--- src/rtl/bcd_timer_ud.sv ---
// HH:MM:SS BCD timekeeper. It counts up or down and has a prescaler, a stop-at-zero
// option and an alarm compare. All state is clocked by cp_i; carries act as enables.

module bcd_field #(
   parameter logic [7:0] MAX = 8'h59
) (
   input  logic [7:0] q_i,
   input  logic       up_i,
   input  logic [7:0] d_i,
   output logic [7:0] nxt_o,
   output logic       wrap_o,
   output logic [7:0] ld_o
);
   always_comb begin
      nxt_o  = q_i;
      wrap_o = up_i ? (q_i == MAX) : (q_i == 8'h00);
      if (up_i) begin
         if (q_i == MAX)            nxt_o = 8'h00;
         else if (q_i[3:0] == 4'd9) nxt_o = {q_i[7:4] + 4'd1, 4'd0};
         else                       nxt_o = {q_i[7:4], q_i[3:0] + 4'd1};
      end else begin
         if (q_i == 8'h00)          nxt_o = MAX;
         else if (q_i[3:0] == 4'd0) nxt_o = {q_i[7:4] - 4'd1, 4'd9};
         else                       nxt_o = {q_i[7:4], q_i[3:0] - 4'd1};
      end
      // Digit values are checked first, so the binary compare with MAX gives the BCD order.
      ld_o = (d_i[7:4] <= 4'd9 && d_i[3:0] <= 4'd9 && d_i <= MAX) ? d_i : 8'h00;
   end
endmodule

module bcd_timer_ud #(
   parameter int unsigned DIV          = 1,
   parameter logic [7:0]  S_MAX        = 8'h59,
   parameter logic [7:0]  M_MAX        = 8'h59,
   parameter logic [7:0]  H_MAX        = 8'h23,
   parameter bit          STOP_AT_ZERO = 1'b1
) (
   input  logic       cp_i,
   input  logic       cr_i,
   input  logic       ce_i,
   input  logic       up_i,
   input  logic       pe_i,
   input  logic [7:0] d_h_i,
   input  logic [7:0] d_m_i,
   input  logic [7:0] d_s_i,
   input  logic       alm_en_i,
   input  logic [7:0] a_h_i,
   input  logic [7:0] a_m_i,
   input  logic [7:0] a_s_i,
   output logic [7:0] q_h_o,
   output logic [7:0] q_m_o,
   output logic [7:0] q_s_o,
   output logic       tc_s_o,
   output logic       tc_m_o,
   output logic       tc_h_o,
   output logic       alarm_o,
   output logic       done_o,
   output logic       zero_o
);
   localparam int PW = (DIV > 1) ? $clog2(DIV) : 1;

   logic [PW-1:0] pre_q, pre_d;
   logic [7:0]    q_h_q, q_m_q, q_s_q, q_h_d, q_m_d, q_s_d;
   logic          tc_s_q, tc_m_q, tc_h_q, alarm_q, done_q;
   logic          tc_s_d, tc_m_d, tc_h_d, alarm_d, done_d;
   logic [7:0]    nxt_h, nxt_m, nxt_s, ld_h, ld_m, ld_s;
   logic          wrap_h, wrap_m, wrap_s;
   logic          tick, hold, step_s, step_m, step_h;

   bcd_field #(.MAX(S_MAX)) u_s (.q_i(q_s_q), .up_i(up_i), .d_i(d_s_i),
                                 .nxt_o(nxt_s), .wrap_o(wrap_s), .ld_o(ld_s));
   bcd_field #(.MAX(M_MAX)) u_m (.q_i(q_m_q), .up_i(up_i), .d_i(d_m_i),
                                 .nxt_o(nxt_m), .wrap_o(wrap_m), .ld_o(ld_m));
   bcd_field #(.MAX(H_MAX)) u_h (.q_i(q_h_q), .up_i(up_i), .d_i(d_h_i),
                                 .nxt_o(nxt_h), .wrap_o(wrap_h), .ld_o(ld_h));

   assign zero_o = ({q_h_q, q_m_q, q_s_q} == 24'h0);

   always_comb begin
      tick  = ce_i && (pre_q == PW'(DIV - 1));
      pre_d = pre_q;
      if (ce_i) pre_d = tick ? '0 : pre_q + PW'(1);

      // In stop mode, a down tick at 00:00:00 is discarded completely.
      hold   = STOP_AT_ZERO && !up_i && zero_o;
      step_s = tick && !hold;
      step_m = step_s && wrap_s;
      step_h = step_m && wrap_m;

      q_s_d = step_s ? nxt_s : q_s_q;
      q_m_d = step_m ? nxt_m : q_m_q;
      q_h_d = step_h ? nxt_h : q_h_q;

      tc_s_d  = step_s && wrap_s;
      tc_m_d  = step_m && wrap_m;
      tc_h_d  = step_h && wrap_h;
      alarm_d = step_s && alm_en_i && ({q_h_d, q_m_d, q_s_d} == {a_h_i, a_m_i, a_s_i});
      done_d  = step_s && !up_i && ({q_h_d, q_m_d, q_s_d} == 24'h0);

      if (pe_i) begin
         q_h_d   = ld_h;
         q_m_d   = ld_m;
         q_s_d   = ld_s;
         pre_d   = '0;
         tc_s_d  = 1'b0;
         tc_m_d  = 1'b0;
         tc_h_d  = 1'b0;
         alarm_d = 1'b0;
         done_d  = 1'b0;
      end
   end

   always_ff @(posedge cp_i) begin
      if (cr_i) begin
         pre_q   <= '0;
         q_h_q   <= 8'h00;
         q_m_q   <= 8'h00;
         q_s_q   <= 8'h00;
         tc_s_q  <= 1'b0;
         tc_m_q  <= 1'b0;
         tc_h_q  <= 1'b0;
         alarm_q <= 1'b0;
         done_q  <= 1'b0;
      end else begin
         pre_q   <= pre_d;
         q_h_q   <= q_h_d;
         q_m_q   <= q_m_d;
         q_s_q   <= q_s_d;
         tc_s_q  <= tc_s_d;
         tc_m_q  <= tc_m_d;
         tc_h_q  <= tc_h_d;
         alarm_q <= alarm_d;
         done_q  <= done_d;
      end
   end

   assign q_h_o   = q_h_q;
   assign q_m_o   = q_m_q;
   assign q_s_o   = q_s_q;
   assign tc_s_o  = tc_s_q;
   assign tc_m_o  = tc_m_q;
   assign tc_h_o  = tc_h_q;
   assign alarm_o = alarm_q;
   assign done_o  = done_q;
endmodule

--- config.mk ---
export PLATFORM = sky130hd
export DESIGN_NAME = bcd_timer_ud
export DESIGN_NICKNAME = d
export VERILOG_FILES = /design/src/rtl/bcd_timer_ud.sv
export SDC_FILE = /design/constraint.sdc
export NUM_CORES = 1
export LEC_CHECK = 0
export ABC_CLOCK_PERIOD_IN_PS = 4200
export BUFFER_PORTS_ARGS = -buffer_cell sky130_fd_sc_hd__buf_2
export CAP_MARGIN = 30
export CORE_MARGIN = 2
export CORE_UTILIZATION = 55
export DETAILED_ROUTE_END_ITERATION = 12
export PLACE_DENSITY = 0.82
export RECOVER_POWER = 100
export SLEW_MARGIN = 15
export SYNTH_ARGS = -nofsm -noshare
export SYNTH_HDL_FRONTEND = slang
export SYNTH_SLANG_ARGS = --single-unit
--- constraint.sdc ---
create_clock -name cp_i -period 4.2 [get_ports cp_i]
set_clock_uncertainty 0.1 [all_clocks]
set_input_delay 0.63 -clock cp_i [delete_from_list [all_inputs] [get_ports cp_i]]
set_output_delay 0.63 -clock cp_i [all_outputs]
set_load 0.02 [all_outputs]
* Word-level counts from Yosys, hierarchy flattened
Cells that the tools add are included.
** Storage, ports and cells
- Logic and storage cells :: 94
- Output and inout port bits :: 30
- Flip-flop bits (word level) :: 30
- Input port bits :: 54
** Operators by class
- Order comparisons :: 9
- Muxes and demuxes :: 28
- Bitwise gates (word level) :: 1
- Equality and inequality tests :: 7
- Reduce and logical (&&, ||, !) cells :: 27
- $add $sub $neg :: 13
** Operators with widths (count)
- two-way mux 8 bit :: 24
- logical NOT 24 bit :: 2
- adder 4 x 1 -> 4 bit (second input constant) :: 6
- == test 24 bit :: 1
- less-or-equal comparator 4 bit (second input constant) :: 6
- logical NOT 8 bit :: 3
- subtractor 4 x 1 -> 4 bit (second input constant) :: 6
- == test 8 x 7 -> 1 bit (second input constant) :: 2
- less-or-equal comparator 8 x 7 -> 1 bit (second input constant) :: 2
- logical AND 1 bit :: 16
- == test 4 bit (second input constant) :: 3
- logical NOT 4 bit :: 3
- == test 8 x 6 -> 1 bit (second input constant) :: 1
- less-or-equal comparator 8 x 6 -> 1 bit (second input constant) :: 1
- two-way mux 1 bit :: 4
- logical NOT 1 bit :: 2
- OR reduction 2 bit :: 1
- adder 1 bit (second input constant) :: 1
- inverter 1 bit :: 1

* Longest topological paths before layout
Gate-level depths: netlist of run 1.
- Depth after elaboration :: 9
- Gate-level depth with buffers :: 11
- Gate-level depth less buffers :: 10

* By module
A second synthesis of run 1 with hierarchy kept.
** Unflattened totals
- Cell total of the unflattened synthesis :: 502
- Area, all modules :: 3659.8 µm²
** Modules (own cells, without submodules)
- bcd_timer_ud :: seq. area each 600.6 µm², area an instance 1949.4 µm², cells each 245, times used 1
- bcd_field (u_m ...) :: seq. area each 0.0 µm², area an instance 555.5 µm², cells each 86, times used 2
- bcd_field (u_h) :: seq. area each 0.0 µm², area an instance 599.3 µm², cells each 85, times used 1

* Worst setup path after synthesis of run 1
No wires, ideal clock.
- Path type :: flip-flop to flip-flop
- Start point :: reg q_h_q[0] (netlist: q_h_o[0])
- End point :: reg alarm_q (netlist: alarm_o)
- Data required time :: 4.012 ns
- Slack :: 0.966 ns
- Path buffers :: 0
- Setup time :: 0.088 ns
- Cell stages (with the launch flop) :: 11
- Arrival time :: 3.046 ns
- Period minus slack after synthesis :: 3.234 ns
- Path through :: dfxtp_1 inv_1 ha_1 or3b_2 or4_4 o21ai_4 nor4_2 o22ai_1 xor2_1 or4_1 nor4_2
** On the way
- Cells in the longest elaborated chain, start to end :: 9
- Elaborated cells between the ends (all ways) :: 23
- Those cells by class :: 2 x add/sub; 3 x eq/ne; 8 x mux; 10 x reduce/logical
** Ends and longest elaborated chain
- start, declared :: line 63 : logic [7:0] q_h_q, q_m_q, q_s_q, q_h_d, q_m_d, q_s_d;
- start signal, assigned :: line 126 : q_h_q <= q_h_d;
- parallel branches: the longest is 8 deep, another holds subtractor 4 x 1 -> 4 bit
- logical AND 1 bit (*) :: line 97 : alarm_d = step_s && alm_en_i && ({q_h_d, q_m_d, q_s_d} == {a_h_i, a_m_i, a_s_i});
- end signal, assigned :: line 132 : alarm_q <= alarm_d;
- end, declared :: line 64 : logic tc_s_q, tc_m_q, tc_h_q, alarm_q, done_q;
Mark *: on every way between the ends.
A chain may end at the register's enable or synchronous reset.

* Worst setup path in the final report of run 1
- Start point :: reg q_h_q[0] (netlist: q_h_o[0])
- End point :: reg done_q (netlist: done_o)
** On the way
- Cells in the longest elaborated chain, start to end :: 9
- Elaborated cells between the ends (all ways) :: 23
- Those cells by class :: 2 x add/sub; 2 x eq/ne; 8 x mux; 11 x reduce/logical
** Ends and longest elaborated chain
- parallel branches: the longest is 8 deep, another holds subtractor 4 x 1 -> 4 bit
- logical AND 1 bit (*) :: line 98 : done_d = step_s && !up_i && ({q_h_d, q_m_d, q_s_d} == 24'h0);
- end signal, assigned :: line 133 : done_q <= done_d;
- end, declared :: line 64
Marked as above.

==> reports/results.ini, run 1 <==
[run_status]
outcome=finished clean

[timing]
worst_slack_ns=0.3635
period_needed_ns=3.836
tns_ns=0
fmax_mhz=260.7
worst_slew_pin_slew_ns=1.205
min_period_over_period=0.9134
maxSlewViolCount=0
setup_viol=0
finalHoldViolations=0
hold_ws_ns=0.3862
rsz0062_at_grt=no
relSlewSlack=0.1965

[routing]
totalWireLength_um=11460
drtAntennaViolNets=0
initialDrtViolationCount=361
drc=0
vias=4029
drt-vias-per-instance=6.660
firstDrtPassIters=5
route.detailed.wl_per_inst_um=18.94

[yosys]
synth-seq-cells=30
synth_edf_count=0
synth.top_cell.area_share=0.1758
synth_top_area_cell=dfxtp_1
yosysWarningCount=0
synthDistinctLibCells=82
synth_area_leaders=dfxtp_1, ha_1, o21ai_0, nand2_1, nor2_1
avgSynthCellArea_um2=7.493
postSynth.asyncResetShare=0
synth-main-ff-cell=dfxtp_1
synth.cell_area_um2=3417
synth_nets=527
synth_cells=456
yosysSeqAreaShare=0.1758

[power]
cellLeakagePower_uw=0.001567
power_density_nw_per_um2=240.0
ir_worst_vdd_v=0.0001408

[die]
start_util=0.5737
rows=28
io_pins=84
core-area_um2=5956
dieArea_um2=6859
dieHeight_um=82.82
die_x_um=82.82

[worst_setup_path]
crit_path_max_fanout=18
crit_chain=inv_1 > ha_1 > or3b_2 > or4_1 > o21ai_4 > o21ai_0 > o21ai_0 > nand4_1 > or4b_1 > nor4_2
crit_path_start_kind=flop
worstPathRequired_ns=4.31
worstSetupPathType=flop to flop
cp.arrival_ns=3.95
path_common_cell=o21ai_0
slowest_delay_ns=0.57
critPathCaptureType=flop
cp_slowest_cell=or4b_1

[place]
dp_slack_ns=0.5113
gp_congestion=0.9612
hpwlAfterDp_um=8754
post_dp_cell_area_um2=3864
port_buffers=83
placed_cells_incl_taps=597

[clocking]
postCtsHoldBufs=0
htree_levels=2
cts_sinks=30
cts-resized-gates=0
clk-insertion-delay-late_ns=0.29
cts_tree=done
clk_path_buf_depth=2
cts_root_buffer=clkbuf_8
cts_inserted_buffers=5
post-cts-setup-buffers=0
clk_pin_slew_ns=0.07

[global_route]
grt_usage=0.3255
grt_antenna_before_repair=0
grt_pass1_vias=3639
grt_max_degree=32
grt_pass1_wl_um=18420
grt-ovfl-total=0

[cells_and_area]
most-common-layout-cells=buf_2, nand2_1, o21ai_0
num_antenna_cells=0
syn2layout_area_growth_pct=13.29
nets=600
final_common_cell=buf_2
stdcell_count=605
ff_latch_area_um2=600.6
multi_input_area_um2=2565
fin_area_um2=3871
n_fill_cell=578
drive_gt1_frac=0.1698

[min_path]
hp-class=flop to flop

[run]
max-cap-violations=0

==> critical path, delay by kind of cell, from the launching register on <==
kind	cells	cell delay, ns
AOI/OAI and AO/OA	3	0.86
adders and majority gates	1	0.23
buffers and inverters	1	0.15
DFF	1	0.41
and+or+nand+nor	5	2.00
==> synth_stat cells (3+ instances only) <==
cell type  count
a2111oi_0      3
a211o_1        4
a21oi_1       13
a22o_1        10
a31oi_1        8
and2_1         4
and3_1         8
and3b_1        5
buf_2         10
buf_4          3
clkbuf_1       9
dfxtp_1       30
ha_1          17
inv_1         24
mux2i_1        7
nand2_1       39
nand2b_1       7
nand3_1       17
nand4_1        9
nor2_1        33
nor2b_1       10
nor3_1        13
nor3b_1        6
nor4_1         9
nor4_2         4
o2111ai_1      4
o211a_1        3
o211ai_1       4
o21ai_0       36
o22ai_1        9
o2bb2ai_1      4
o311ai_0       3
or2_2          4
or3_1          3
or4_1          3
or4_4          3
xnor2_1       10
xor2_1         7
==> metrics by stage <==
step                  util  total power, µW
floorplan                -            570.6
global placement    0.6487            674.6
detailed placement  0.6487            680.7
CTS                 0.6641            931.3
global route        0.6500            968.4
finish              0.6500            929.2
==> final timing paths <==
check,depth (start not counted),end,startpoint,slack (ns)
min,1,pre_q,pre_q,0.39
min reg2reg,1,pre_q,pre_q,0.39
max,10,done_o,q_h_o[0],0.36
max reg2reg,10,done_o,q_h_o[0],0.36
==> metal layers <==
metal  vias to the layer above  wire length (µm)  global-route usage
li1                       1877                 -                   -
met1                      1848              4768              0.4355
met2                       266              5222              0.5213
met3                        38              1051             0.04573
met4                         0               417              0.1431
met5                         -                 0                   0
==> state kept, by name (all words and copies together) (netlist names) <==
register	count
pre_q	1
alarm_o	1
tc_m_o	1
tc_h_o	1
q_s_o	8
tc_s_o	1
done_o	1
q_h_o	8
q_m_o	8
==> cells by family (layout without fill, tap and decap cells) <==
kind of cell | Yosys count | count (layout) | synth area share
adders and majority gates | 17 | 17 | 0.06225
muxes | 9 | 9 | 0.03039
xor gates and xnor gates | 17 | 17 | 0.04357
AOI/OAI and AO/OA | 137 | 137 | 0.2893
buffers and inverters | 50 | 124 | 0.06444
and+or+nand+nor | 196 | 196 | 0.3343
DFF | 30 | 30 | 0.1758
==> area by class of cell <==
class                           instances  share of cell area
Multi-Input combinational cell        376              0.6626
Sequential cell                        30              0.1551
Inverter                               24             0.02327
Tap cell                               75             0.02424
Timing Repair Buffer                   92              0.1112
Clock buffer                            7             0.02230
Clock inverter                          1            0.001293
==> where the power goes <==
group | internal (µW) | total (µW) | switching, µW
clock network | 132 | 256 | 123
logic | 136 | 358 | 222
registers | 293 | 315 | 22.0
total | 562 | 929 | 367
(Power assumes the default switching activity.)
==> run 2: changes to the inputs <==
BUFFER_PORTS_ARGS = default   (was -buffer_cell sky130_fd_sc_hd__buf_2)
CORE_UTILIZATION = 59   (was 55)
DONT_BUFFER_PORTS = 1   (was default)
PLACE_DENSITY = 0.75   (was 0.82)
==> reports/results.ini, run 2 (same netlist as run 1, synthesis figures left out) <==
[clocking]
cts_inserted_buffers=5  ; unchanged
cts-resized-gates=0  ; unchanged
htree_levels=2  ; unchanged
cts_sinks=30  ; unchanged
postCtsHoldBufs=0  ; unchanged
cts_tree=done
post-cts-setup-buffers=0  ; unchanged
cts_root_buffer=clkbuf_8
clk_path_buf_depth=2  ; unchanged
clk_pin_slew_ns=0.07  ; about the same
clk-insertion-delay-late_ns=0.29  ; about the same

[worst_setup_path]
critPathCaptureType=flop
crit_path_max_fanout=17  ; -1
worstPathRequired_ns=4.29  ; -0.02 ns
critPathBufInv=2  ; +1
crit_chain=inv_1 > ha_1 > or3b_2 > or4_1 > o21ai_4 > buf_4 > o32a_2 > xnor2_1 > a2111oi_0 > nand4_1 > nor4_1
slowest_delay_ns=0.54  ; -0.03 ns
cp_slowest_cell=or3b_2
crit_family=simple AND/OR/NAND/NOR gates
cp.arrival_ns=3.91  ; -0.04 ns
crit_path_start_kind=flop
worstSetupPathType=flop to flop

[routing]
firstDrtPassIters=7  ; +2
drtAntennaViolNets=0  ; unchanged
topRoutingLayerUsed=met4
initialDrtViolationCount=415  ; +15%
drt-vias-per-instance=7.131  ; +7.1%
wl_met3_um=1110  ; +5.6%
totalWireLength_um=11130  ; -2.9%
drc=0  ; unchanged
wirelength_met1_um=4670  ; -2.1%
route.detailed.wl_per_inst_um=21.44  ; +13%
vias=3701  ; -8.1%
met2WireLength_um=4966  ; -4.9%

[place]
port_buffers=0  ; -100%
dp_slack_ns=0.6109  ; +0.09959 ns
hpwlAfterDp_um=8483  ; -3.1%
gp_congestion=0.9980  ; +3.8%

[cells_and_area]
final_common_cell=nand2_1
n_fill_cell=517  ; -11%
most-common-layout-cells=nand2_1, o21ai_0, nor2_1
nets=517  ; -14%
num_antenna_cells=0  ; unchanged
drive_gt1_frac=0.08949  ; -0.08033
syn2layout_area_growth_pct=2.966

[global_route]
grt_pass1_vias=3427  ; -5.8%
grt_pass1_wl_um=16930  ; -8.1%
grt_max_degree=51  ; +59%
grt-ovfl-total=0  ; unchanged
grt_antenna_before_repair=0  ; unchanged
grt_usage=0.3437  ; +0.01821

[timing]
worst_slew_pin_slew_ns=1.103  ; -0.1017 ns
min_period_over_period=0.9098  ; -0.003627
period_needed_ns=3.821  ; -0.01523 ns
finalHoldViolations=0  ; unchanged
maxSlewViolCount=0  ; unchanged
rsz0062_at_grt=no
setup_viol=0  ; unchanged
worst_slack_ns=0.3788  ; +0.01523 ns
relSlewSlack=0.2644  ; +0.06783
tns_ns=0  ; unchanged
fmax_mhz=261.7  ; +0.40%

[power]
ir_worst_vdd_v=0.0001600  ; +14%
cellLeakagePower_uw=0.001332  ; -15%
power_density_nw_per_um2=261.1  ; +8.8%

[die]
start_util=0.6168  ; +0.04302
dieArea_um2=6416  ; -6.5%
io_pins=84  ; unchanged
die_x_um=80.10  ; -3.3%
dieHeight_um=80.10  ; -3.3%
rows=27  ; -3.6%
core-area_um2=5540  ; -7.0%

[min_path]
hp-class=input pin to flop

[run]
max-cap-violations=0  ; unchanged

[run_status]
outcome=finished clean

[run 2: final timing paths]
path                            startpoint       to  slack, ns  depth (start not counted)
worst min-delay path                  ce_i    pre_q       0.31                          1
worst min register to register       pre_q    pre_q       0.39                          1
worst max register to register    q_h_o[0]  alarm_o       0.38                         11
worst max-delay path              q_h_o[0]  alarm_o       0.38                         11
[run 2: routing by layer]
layer,global-route usage,vias up
li1,-,1711
met1,0.4669,1731
met5,0,-
met4,0.1305,0
met2,0.5283,224
met3,0.07753,35
[run 2: per-stage QoR]
step / power, µW / utilization / hold WS [ns] / std cells / area [µm²]
after floorplan: 570.6 / - / 0.3625 / 456 / 3417
after global placement: 632.2 / 0.6217 / 0.3681 / 511 / 3445
after detailed placement: 636.9 / 0.6217 / 0.3743 / 511 / 3445
after CTS: 918.4 / 0.6416 / 0.3041 / 519 / 3555
after global routing: 954.5 / 0.6351 / 0.3094 / 519 / 3518
final: 918.6 / 0.6351 / 0.3057 / 519 / 3518
[run 2: worst reg2reg max path, stage by stage, from the launching register on]
cell,delay [ns]
dfxtp_1,0.46
inv_1,0.19
ha_1,0.25
or3b_2,0.54
or4_1,0.54
o21ai_4,0.20
buf_4,0.28
o32a_2,0.24
xnor2_1,0.08
a2111oi_0,0.40
nand4_1,0.21
nor4_1,0.23
[run 2: final cells by class]
class / instances / area [µm²] / area share
Clock buffer: 8 / 110.1 / 0.03129
Inverter: 24 / 90.09 / 0.02560
Multi-Input combinational cell: 376 / 2575 / 0.7319
Sequential cell: 30 / 600.6 / 0.1707
Tap cell: 72 / 90.09 / 0.02560
Timing Repair Buffer: 9 / 52.55 / 0.01494
[run 2: power by group]
| part | switching (µW) | leakage, µW | internal [µW] |
|---|---|---|---|
| clock | 119 | 0.0000575 | 166 |
| sequential | 29.6 | 0.000243 | 293 |
| combinational | 192 | 0.00103 | 119 |
| total | 341 | 0.00133 | 578 |
==> run 3: changes to the inputs <==
==> constraint.sdc (replaced) <==
create_clock -name cp_i -period 4.2 [get_ports cp_i]
set_clock_uncertainty 0.1 [all_clocks]
set_input_delay 0.84 -clock cp_i [delete_from_list [all_inputs] [get_ports cp_i]]
set_output_delay 0.84 -clock cp_i [all_outputs]
set_load 0.02 [all_outputs]
==> reports/results.ini, run 3 (same netlist as run 1, synthesis figures left out) <==
[run_status]
outcome=finished clean

[power]
pwr-share-comb=0.365  ; +0.027
p_int_uw=527.2  ; -8.8%
ir_worst_vdd_v=0.0001497  ; -6.4%
clockPowerShare=0.266  ; -0.044
swShare=0.3884  ; +0.01758
cellLeakagePower_uw=0.001322  ; -0.75%
power_density_nw_per_um2=244.9  ; -6.2%
p_seq_frac=0.368  ; +0.017
switchingPower_uw=334.8  ; -1.7%

[worst_setup_path]
reg2reg_to=alarm_o
worstPathRequired_ns=4.30  ; about the same
crit-reg2reg-launch=q_h_o[1]
crit_path_start_kind=flop
cp.arrival_ns=4.08  ; +0.17 ns
worst-r2r-setup-slack_ns=0.21  ; -0.16 ns
worstSetupPathType=flop to flop
endpoint=alarm_o
crit_path_max_fanout=17  ; unchanged
startpoint=q_h_o[1]
worstRegToRegCells=11  ; unchanged
critPathCaptureType=flop

[place]
post_dp_cell_area_um2=3482  ; +1.1%
placed_cells_incl_taps=516  ; +0.98%
gp_congestion=0.9804  ; -1.8%
port_buffers=0  ; unchanged
hpwlAfterDp_um=8303  ; -2.1%

[cells_and_area]
drive_gt1_frac=0.08850  ; -0.0009899
nets=523  ; +1.2%
stdcell_count=524  ; +0.96%
syn2layout_area_growth_pct=3.003  ; about the same
num_antenna_cells=0  ; unchanged
most-common-layout-cells=nand2_1, o21ai_0, nor2_1
n_fill_cell=537  ; +3.9%
fin_area_um2=3520  ; about the same
final_common_cell=nand2_1

[die]
dieArea_um2=6416  ; unchanged
dieHeight_um=80.10  ; unchanged
start_util=0.6168  ; unchanged
die_x_um=80.10  ; unchanged
rows=27  ; unchanged
core-area_um2=5540  ; unchanged
io_pins=84  ; unchanged

[clocking]
cts_inserted_buffers=5  ; unchanged
htree_levels=2  ; unchanged
cts_root_buffer=clkbuf_8
clk_path_buf_depth=2  ; unchanged
post-cts-setup-buffers=0  ; unchanged
cts_sinks=30  ; unchanged
postCtsHoldBufs=0  ; unchanged
clk_pin_slew_ns=0.07  ; about the same
cts-resized-gates=0  ; unchanged
cts_tree=done
clk-insertion-delay-late_ns=0.29  ; about the same

[global_route]
grt_pass1_wl_um=16880  ; -0.24%
grt-ovfl-total=0  ; unchanged
grt_usage=0.3406  ; -0.003145
grt_pass1_vias=3357  ; -2.0%
grt_antenna_before_repair=0  ; unchanged
grt_max_degree=51  ; unchanged

[min_path]
holdPathStages=1  ; unchanged
hp-class=flop to flop

[routing]
drc=0  ; unchanged
route.detailed.wl_per_inst_um=20.79  ; -3.0%
initialDrtViolationCount=280  ; -33%
totalWireLength_um=10900  ; -2.1%
drtAntennaViolNets=0  ; unchanged
firstDrtPassIters=5  ; -2
drt-vias-per-instance=7.027  ; -1.5%
vias=3682  ; -0.51%

[timing]
maxSlewViolCount=0  ; unchanged
hold_ws_ns=0.4041  ; +0.09835 ns
min_period_over_period=0.9490  ; +0.03918
period_needed_ns=3.986  ; +0.1646 ns
relSlewSlack=0.2575  ; -0.006840
tns_ns=0  ; unchanged
finalHoldViolations=0  ; unchanged
worst_slew_pin_slew_ns=1.114  ; +0.01026 ns
setup_viol=0  ; unchanged
fmax_mhz=250.9  ; -4.1%
rsz0062_at_grt=no

[run]
max-cap-violations=0  ; unchanged

run 3: worst min-delay path by stage:
stage	from	end	slack, ns
floorplan	pre_q	pre_q	0.36
global placement	pre_q	pre_q	0.37
detailed placement	pre_q	pre_q	0.39
CTS	pre_q	pre_q	0.40
global route	pre_q	pre_q	0.41
finish	pre_q	pre_q	0.40
run 3: metrics by stage:
step                      setup slack, ns  utilization  total power (µW)
after global placement             0.4864       0.6285             634.8
after detailed placement           0.4186       0.6285             636.5
after CTS                          0.4108       0.6423             861.6
after global routing               0.1229       0.6353             901.5
final                              0.2142       0.6353             862.0
after floorplan                    0.9661            -             570.6
run 3: critical path, cell delays in order, from the launching register on:
cell and delay (ns):
dfxtp_1 0.44, inv_1 0.19, ha_1 0.23, or3b_2 0.52, or4_1 0.54, o21ai_4 0.21, buf_4 0.28, o32a_2 0.25
xnor2_1 0.07, a2111oi_0 0.65, nand4_1 0.23, nor4_2 0.19
run 3: final cells by class:
class	count	area (µm²)	area share
Clock buffer	7	76.32	0.02169
Inverter	24	90.09	0.02560
Multi-Input combinational cell	376	2586	0.7348
Sequential cell	30	600.6	0.1706
Tap cell	72	90.09	0.02560
Timing Repair Buffer	15	76.32	0.02169
run 3: power groups by stage:
stage	combinational [µW]	clock, µW	sequential (µW)
after global placement	312	0	323
after floorplan	249	0	321
final	315	229	318
after CTS	314	230	317
after detailed placement	313	0	324
after global routing	340	243	319
run 3: routing by layer:
layer  GRT usage  up-vias  part of all wire
met4      0.1559        0             0.042
li1            -     1723                 -
met1      0.4584     1704              0.42
met5           0        -                 0
met2      0.4983      216              0.43
met3      0.1000       39              0.11
